### src/rtl/palindrome_pkg.sv
// Shared types and the window match function for the serial palindrome detector.
// The match function takes a LEN_MAX-wide window plus a length, so any LEN up to LEN_MAX can use it.
package palindrome_pkg;

  localparam int LEN_MAX = 32;
  localparam int IDX_W   = $clog2(LEN_MAX);

  typedef enum logic {
    PAL_MODE_MIRROR = 1'b0,
    PAL_MODE_ANTI   = 1'b1
  } pal_mode_e;

  // Pairs (i, len-1-i) for i < len/2. For odd len the middle bit has no partner and is never compared.
  function automatic logic pal_match(input logic [LEN_MAX-1:0] window,
                                     input int                 len,
                                     input pal_mode_e          mode);
    logic             ok;
    logic [IDX_W-1:0] lo;
    logic [IDX_W-1:0] hi;
    ok = 1'b1;
    for (int i = 0; i < LEN_MAX / 2; i++) begin
      lo = IDX_W'(i);
      hi = IDX_W'(len - 1 - i);
      if (i < len / 2) begin
        if (mode == PAL_MODE_MIRROR) begin
          if (window[lo] != window[hi]) ok = 1'b0;
        end else begin
          if (window[lo] == window[hi]) ok = 1'b0;
        end
      end
    end
    return ok;
  endfunction

endpackage

### src/rtl/pal_window_shreg.sv
// History shift register and fill counter for the palindrome detector.
// The output window is {history, x_i}: bit 0 is the current bit and bit k is the k-th previous accepted bit.
module pal_window_shreg
  import palindrome_pkg::*;
#(
  parameter int LEN = 5
) (
  input  logic           clk,
  input  logic           reset,
  input  logic           x_i,
  input  logic           x_valid_i,
  input  logic           flush_i,
  output logic [LEN-1:0] window_o,
  output logic           full_o
);

  localparam int FILL_W = $clog2(LEN);
  localparam logic [FILL_W-1:0] FILL_LAST = FILL_W'(LEN - 1);

  logic [LEN-2:0]    hist_q, hist_d;
  logic [FILL_W-1:0] fill_q, fill_d;

  assign window_o = {hist_q, x_i};
  assign full_o   = (fill_q == FILL_LAST) && x_valid_i;

  // A flush drops any bit offered in the same cycle.
  always_comb begin
    hist_d = hist_q;
    fill_d = fill_q;
    if (flush_i) begin
      hist_d = '0;
      fill_d = '0;
    end else if (x_valid_i) begin
      hist_d = window_o[LEN-2:0];
      if (fill_q != FILL_LAST) fill_d = fill_q + FILL_W'(1);
    end
  end

  always_ff @(posedge clk or negedge reset) begin
    if (!reset) begin
      hist_q <= '0;
      fill_q <= '0;
    end else begin
      hist_q <= hist_d;
      fill_q <= fill_d;
    end
  end

endmodule

### src/rtl/palindrome_nbit_det.sv
// Serial palindrome / anti-palindrome detector over overlapping LEN-bit windows, registered outputs.
// Optional saturating match counter on match_cnt_o when PALDET_COUNT_EN is defined.
module palindrome_nbit_det
  import palindrome_pkg::*;
#(
  parameter int LEN   = 5,
  parameter int CNT_W = 16
) (
  input  logic             clk,
  input  logic             reset,
  input  logic             x_i,
  input  logic             x_valid_i,
  input  logic             flush_i,
  input  logic             mode_i,
  output logic             det_valid_o,
  output logic             palindrome_o
`ifdef PALDET_COUNT_EN
  ,
  output logic [CNT_W-1:0] match_cnt_o
`endif
);

  if (LEN < 2 || LEN > LEN_MAX) begin : g_len_check
    $error("palindrome_nbit_det: LEN must be within 2..32");
  end

  // Stream handshake: no backpressure; x_i is consumed on every cycle x_valid_i is 1 and flush_i is 0.
  logic [LEN-1:0]     window;
  logic               full;
  logic [LEN_MAX-1:0] window_ext;
  logic               match;
  logic               det_valid_q, det_valid_d;
  logic               palindrome_q, palindrome_d;

  pal_window_shreg #(.LEN(LEN)) u_shreg (
    .clk       (clk),
    .reset     (reset),
    .x_i       (x_i),
    .x_valid_i (x_valid_i),
    .flush_i   (flush_i),
    .window_o  (window),
    .full_o    (full)
  );

  assign window_ext = LEN_MAX'(window);
  assign match      = pal_match(window_ext, LEN, pal_mode_e'(mode_i));

  // palindrome_o keeps its last result across idle cycles; only flush or a new bit changes it.
  always_comb begin
    det_valid_d  = 1'b0;
    palindrome_d = palindrome_q;
    if (flush_i) begin
      palindrome_d = 1'b0;
    end else if (x_valid_i) begin
      det_valid_d  = 1'b1;
      palindrome_d = full && match;
    end
  end

  always_ff @(posedge clk or negedge reset) begin
    if (!reset) begin
      det_valid_q  <= 1'b0;
      palindrome_q <= 1'b0;
    end else begin
      det_valid_q  <= det_valid_d;
      palindrome_q <= palindrome_d;
    end
  end

  assign det_valid_o  = det_valid_q;
  assign palindrome_o = palindrome_q;

`ifdef PALDET_COUNT_EN
  logic [CNT_W-1:0] cnt_q, cnt_d;

  // Counts at the same edge that registers a match, so it tracks det_valid_o && palindrome_o.
  always_comb begin
    cnt_d = cnt_q;
    if (flush_i) begin
      cnt_d = '0;
    end else if (x_valid_i && full && match && (cnt_q != {CNT_W{1'b1}})) begin
      cnt_d = cnt_q + CNT_W'(1);
    end
  end

  always_ff @(posedge clk or negedge reset) begin
    if (!reset) cnt_q <= '0;
    else        cnt_q <= cnt_d;
  end

  assign match_cnt_o = cnt_q;
`endif

endmodule

### config.mk
export PLATFORM = sky130hd
export DESIGN_NAME = palindrome_nbit_det
export DESIGN_NICKNAME = d
export VERILOG_FILES = /design/src/rtl/palindrome_pkg.sv /design/src/rtl/pal_window_shreg.sv /design/src/rtl/palindrome_nbit_det.sv
export SDC_FILE = /design/constraint.sdc
export NUM_CORES = 1
export LEC_CHECK = 0
export ABC_CLOCK_PERIOD_IN_PS = 2000
export CORE_AREA = 2 2 39 41
export CTS_CLUSTER_DIAMETER = 120
export DETAILED_ROUTE_END_ITERATION = 10
export DIE_AREA = 0 0 41 43
export HOLD_SLACK_MARGIN = 0.15
export SYNTH_ARGS = -nofsm -noshare
export SYNTH_HDL_FRONTEND = slang
export SYNTH_SLANG_ARGS = --single-unit
### constraint.sdc
create_clock -name clk -period 2 [get_ports clk]
set_input_delay 0.4 -clock clk [delete_from_list [all_inputs] [get_ports clk]]
set_output_delay 0.4 -clock clk [all_outputs]
set_load 0.1 [all_outputs]
==> impl_metrics.toml, run 1 <==
[layout]
multiInputGateArea_sq_um = 226.5
antenna_cells = 0
drive_gt1_share_pct = 19.61
final_net_count = 60
seq_area_sq_um = 225.2
fin_util_pct = 41.86
area_growth_pct = 21.20
nFillCells = 131

[route]
drc = 0
antenna_left = 0
first_pass_iters = 4
vias = 327
drtIter0Drc = 5
wl_per_cell_microns = 11.55
avgViaCountPerCell = 4.881
wirelength_microns = 774

[power]
powerDensity_mw_per_mm2 = 697.0
pwr-share-comb_pct = 16.3
switchingPower_mw = 0.1097
clockPowerShare_pct = 35.2
netSwitchingFraction_pct = 27.17
peakVddDrop_mv = 0.3210
power.internal_mw = 0.2941
seq_power_share_pct = 48.5
p_leak_nw = 0.2798

[grt]
grt_pass1_vias = 318
grt_first_pass_wirelength_microns = 1407
antenna_found_initial = 0
grt_max_degree = 10
gr-total-overflow = 0
grt_usage_pct = 13.12

[clock_network]
root_buffer = "clkbuf_4"
cts_setup_buffers = 0
insertion_delay_ps = 260
cts_sinks = 9
cts.htree.levels = 1
cts_tree = "done"
cts_buffer_depth = 2
clk_pin_slew_ps = 60
cts_resized = 0
cts_made_buffers = 3
holdBufCountCts = 0

[die]
die_area_sq_mm = 0.001763
row_count = 14
core_area_sq_mm = 0.001384
die_h_microns = 43
initial_core_util_pct = 34.54
boundaryPins = 8
die_x_microns = 41

[run]
max_cap_viol_count = 0

[worst_setup_path]
start_kind = "primary input"
critical_path_arrival_ps = 1630
crit_required_ps = 2160
crit_fanout = 9
worst-setup-path-type = "in -> reg"
crit_path_end_kind = "register"

[timing]
fin_skew_ps = 0.3093
finalCritPeriodShare_pct = 73.33
worst_pin_slew_ps = 427.3
finalHoldViolations = 0
max_freq_mhz = 681.8
finalSetupViolCount = 0
fin_tns_setup_ps = 0
min_period_ps = 1467
rsz0062_at_grt = "false"
drv_slew = 0
whs_ps = 436.5
slew_headroom_pct = 71.42

[synth]
synth_top_area_cell = "dfrtp_1"
synth-seq-cells = 9
ys_seq_area_share_pct = 47.12
synth_area_leaders = "dfrtp_1 (47%), mux2i_1 (10%), nor2_1 (5.5%)"
synthArstFlopShare_pct = 100.0
syn-instance-count = 41
synth_top_area_share_pct = 47.12
avgSynthCellArea_sq_um = 11.66
synth_area_sq_um = 478.0
yosysWarnings = 0
yosysMostFrequentCell = "dfrtp_1"
synth_cell_type_count = 19
synthFlopType = "dfrtp_1"
synth.top_cells.by_count = "dfrtp_1 (9), nor2_1 (7), mux2i_1 (5)"
synth_edf_count = 0
syn-num-nets = 49

[placed_design]
numPortBuffers = 7
place_congestion = 0.7016
dp_hpwl_microns = 584.2

[outcome]
status = "finished clean"

[hold_path]
holdCritPathClass = "in -> async"
[cells in the final DEF (no fill, tap or decap), types with 2 or more instances in the layout]
master,instances
inv_1,2
nor2_1,7
ha_1,2
clkbuf_4,3
xnor2_1,3
dfrtp_1,9
mux2i_1,5
clkdlybuf4s50_1,5
buf_4,3
[per-stage QoR]
step	setup WS (ps)	cell area (sq um)	total power [mW]	instances
final	533.4	579.3	0.4038	67
after global placement	272.2	551.8	0.2655	63
after floorplan	702.6	478.0	0.2452	41
after CTS	534.5	579.3	0.4116	67
after detailed placement	239.6	551.8	0.2657	63
after global routing	470.3	579.3	0.4273	67
[cell type report]
cell class,instances,share of cell area [%]
clock buffers,3,3.888
clock inverters,1,0.8639
inverters,2,1.296
multi-input cells,28,39.09
flip-flops and latches,9,38.88
well taps,16,3.456
repair buffers,8,12.53
[sequential cells by signal, indices dropped and copies added, names as in the netlist]
register / count
palindrome_o: 1
u_shreg.hist_q: 4
u_shreg.fill_q: 3
det_valid_o: 1
[worst max-delay path, cell delays in order]
cell and delay (ps):
clkdlybuf4s50_1 700, a21boi_4 270, mux2i_1 200, nor2_1 50
[cell families (layout without fill, tap and decap cells)]
kind of cell | after synthesis | count (layout) | share of synthesized area (%)
mux | 5 | 5 | 10.47
compound gates | 2 | 2 | 4.973
xor+xnor | 3 | 3 | 5.498
fa+ha+maj | 2 | 2 | 5.235
simple gates | 16 | 16 | 21.20
flops | 9 | 9 | 47.12
buf+inv | 4 | 14 | 5.498
[power groups by stage]
stage                     logic, mW  clock network, mW  registers, mW
after floorplan              0.0389                  0          0.206
after global placement       0.0660                  0          0.200
after detailed placement     0.0663                  0          0.199
after global routing         0.0723              0.158          0.197
final                        0.0656              0.142          0.196
after CTS                    0.0668              0.149          0.196
[routing by layer]
metal  track usage (%)  vias up  share of wire (%)
li1                  -      160                  -
met1             14.77      154                 43
met2             17.19        8                 47
met3             9.424        5                6.8
met4             8.000        0                2.7
met5                 0        -                  0
[path summary, 6_finish.rpt]
kind / from / endpoint / slack (ps) / cells after the start
worst max-delay path: x_valid_i / u_shreg.fill_q[1] / 530 / 4
worst min-delay path: reset / palindrome_o / 440 / 1
worst max register to register: u_shreg.fill_q[0] / u_shreg.fill_q[1] / 760 / 5
worst min register to register: palindrome_o / palindrome_o / 500 / 2
max in group asynchronous: reset / u_shreg.fill_q[0] / 1270 / 1
min in group clk: palindrome_o / palindrome_o / 500 / 2
Note: power is estimated with default switching activity, not from simulation.
==> inputs of run 2 (changes only) <==
--- a/config.mk
+++ b/config.mk
@@ -5,7 +5,7 @@
 export SDC_FILE = /design/constraint.sdc
 export NUM_CORES = 1
 export LEC_CHECK = 0
-export ABC_CLOCK_PERIOD_IN_PS = 2000
+export ABC_CLOCK_PERIOD_IN_PS = 1400
 export CORE_AREA = 2 2 39 41
 export CTS_CLUSTER_DIAMETER = 120
 export DETAILED_ROUTE_END_ITERATION = 10
==> constraint.sdc (replaced) <==
create_clock -name clk -period 1.4 [get_ports clk]
set_input_delay 0.28 -clock clk [delete_from_list [all_inputs] [get_ports clk]]
set_output_delay 0.28 -clock clk [all_outputs]
set_load 0.1 [all_outputs]
==> impl_metrics.toml, run 2 (same netlist as run 1, synthesis figures left out) <==
[outcome]
status = "finished clean"

[layout]
largest_reg_flops = 4
fin_util_pct = 44.21
regMostFlops = "u_shreg.hist_q"
final_common_cell = "dfrtp_1"
antenna_cells = 0
most-common-layout-cells = "dfrtp_1 (9), nor2_1 (7), mux2i_1 (5), clkdlybuf4s50_1 (5)"
area_growth_pct = 28.01
final_net_count = 61
top_regs = "u_shreg.hist_q: 4 flops, u_shreg.fill_q: 3 flops"
drive_gt1_share_pct = 21.15

[worst_setup_path]
worst-setup-path-type = "reg -> reg"
crit_required_ps = 1560
crit_fanout = 4
r2r_setup_slack_ps = 140
crit_path_end_kind = "register"
critical_path_arrival_ps = 1420
start_kind = "register"

[route]
drc = 0
drtIter0Drc = 1
vias = 326
wirelength_microns = 766
first_pass_iters = 2
antenna_left = 0
wl_per_cell_microns = 11.26
avgViaCountPerCell = 4.794

[hold_path]
holdCritPathClass = "in -> async"

[power]
p_leak_nw = 0.2909
peakVddDrop_mv = 0.6518
powerDensity_mw_per_mm2 = 957.6

[die]
die_area_sq_mm = 0.001763
die_x_microns = 41
boundaryPins = 8
row_count = 14
core_area_sq_mm = 0.001384
initial_core_util_pct = 34.54
die_h_microns = 43

[timing]
finalCritPeriodShare_pct = 89.65
worst_pin_slew_ps = 392.3
rsz0062_at_grt = "false"
drv_slew = 0
fin_skew_ps = 0.9025
fin_tns_setup_ps = 0
whs_ps = 299.3
finalSetupViolCount = 0
finalHoldViolations = 0
slew_headroom_pct = 73.76
max_freq_mhz = 796.7
min_period_ps = 1255

[grt]
grt_pass1_vias = 343
gr-total-overflow = 0
grt_usage_pct = 13.43
grt_first_pass_wirelength_microns = 1483
grt_max_degree = 10
antenna_found_initial = 0

[placed_design]
dp_hpwl_microns = 594.2
numPortBuffers = 7
place_congestion = 0.7416

[clock_network]
cts_resized = 0
cts_setup_buffers = 0
cts_tree = "done"
clk_pin_slew_ps = 60
insertion_delay_ps = 270
root_buffer = "clkbuf_4"
cts_buffer_depth = 2
holdBufCountCts = 0
cts.htree.levels = 1
cts_sinks = 9
cts_made_buffers = 3

[run]
max_cap_viol_count = 0
==> run 2: final cells by class <==
type	instances	area [sq um]
multi-input combinational	28	226.5
fill	125	772.0
inverter	2	7.507
clock buffer	3	22.52
sequential	9	225.2
tap	16	20.02
clock inverter	1	5.005
timing repair buffer	9	105.1
==> run 2: power by group <==
part / switching [mW] / total, mW / internal [mW]
logic: 0.0520 / 0.101 / 0.0492
registers: 0.00994 / 0.281 / 0.271
clock network: 0.0979 / 0.204 / 0.106
==> run 2: critical path, stage by stage, from the launching register on <==
cell and delay, ps:
dfrtp_1 390, inv_1 60, ha_1 270, a21boi_4 190, mux2i_1 190, nor2_1 50
==> run 2: worst paths after layout <==
path	start	to	cells after the start
hold reg to reg	u_shreg.hist_q[1]	u_shreg.hist_q[2]	2
hold / removal	reset	u_shreg.fill_q[2]	1
setup / recovery	u_shreg.fill_q[0]	u_shreg.fill_q[1]	5
setup reg to reg	u_shreg.fill_q[0]	u_shreg.fill_q[1]	5
min in group clk	u_shreg.hist_q[1]	u_shreg.hist_q[2]	2
max in group asynchronous	reset	det_valid_o	1
==> run 2: through the flow <==
step	instance area, sq um	setup WS, ps	std cells	power [mW]
floorplan	478.0	222.6	41	0.3502
finish	611.8	144.9	68	0.5859
detailed placement	584.3	-49.85	64	0.3886
CTS	611.8	138.6	68	0.5972
global route	611.8	25.68	68	0.6210
global placement	584.3	-17.22	64	0.3865
==> run 2: layer usage <==
metal | share of wire, % | vias up | GRT usage [%] | wire length, microns
met4 | 2.2 | 0 | 8.000 | 17
met5 | 0 | - | 0 | 0
li1 | - | 161 | - | -
met3 | 6.3 | 3 | 7.853 | 48
met1 | 41 | 154 | 14.09 | 316
met2 | 50 | 8 | 19.69 | 384
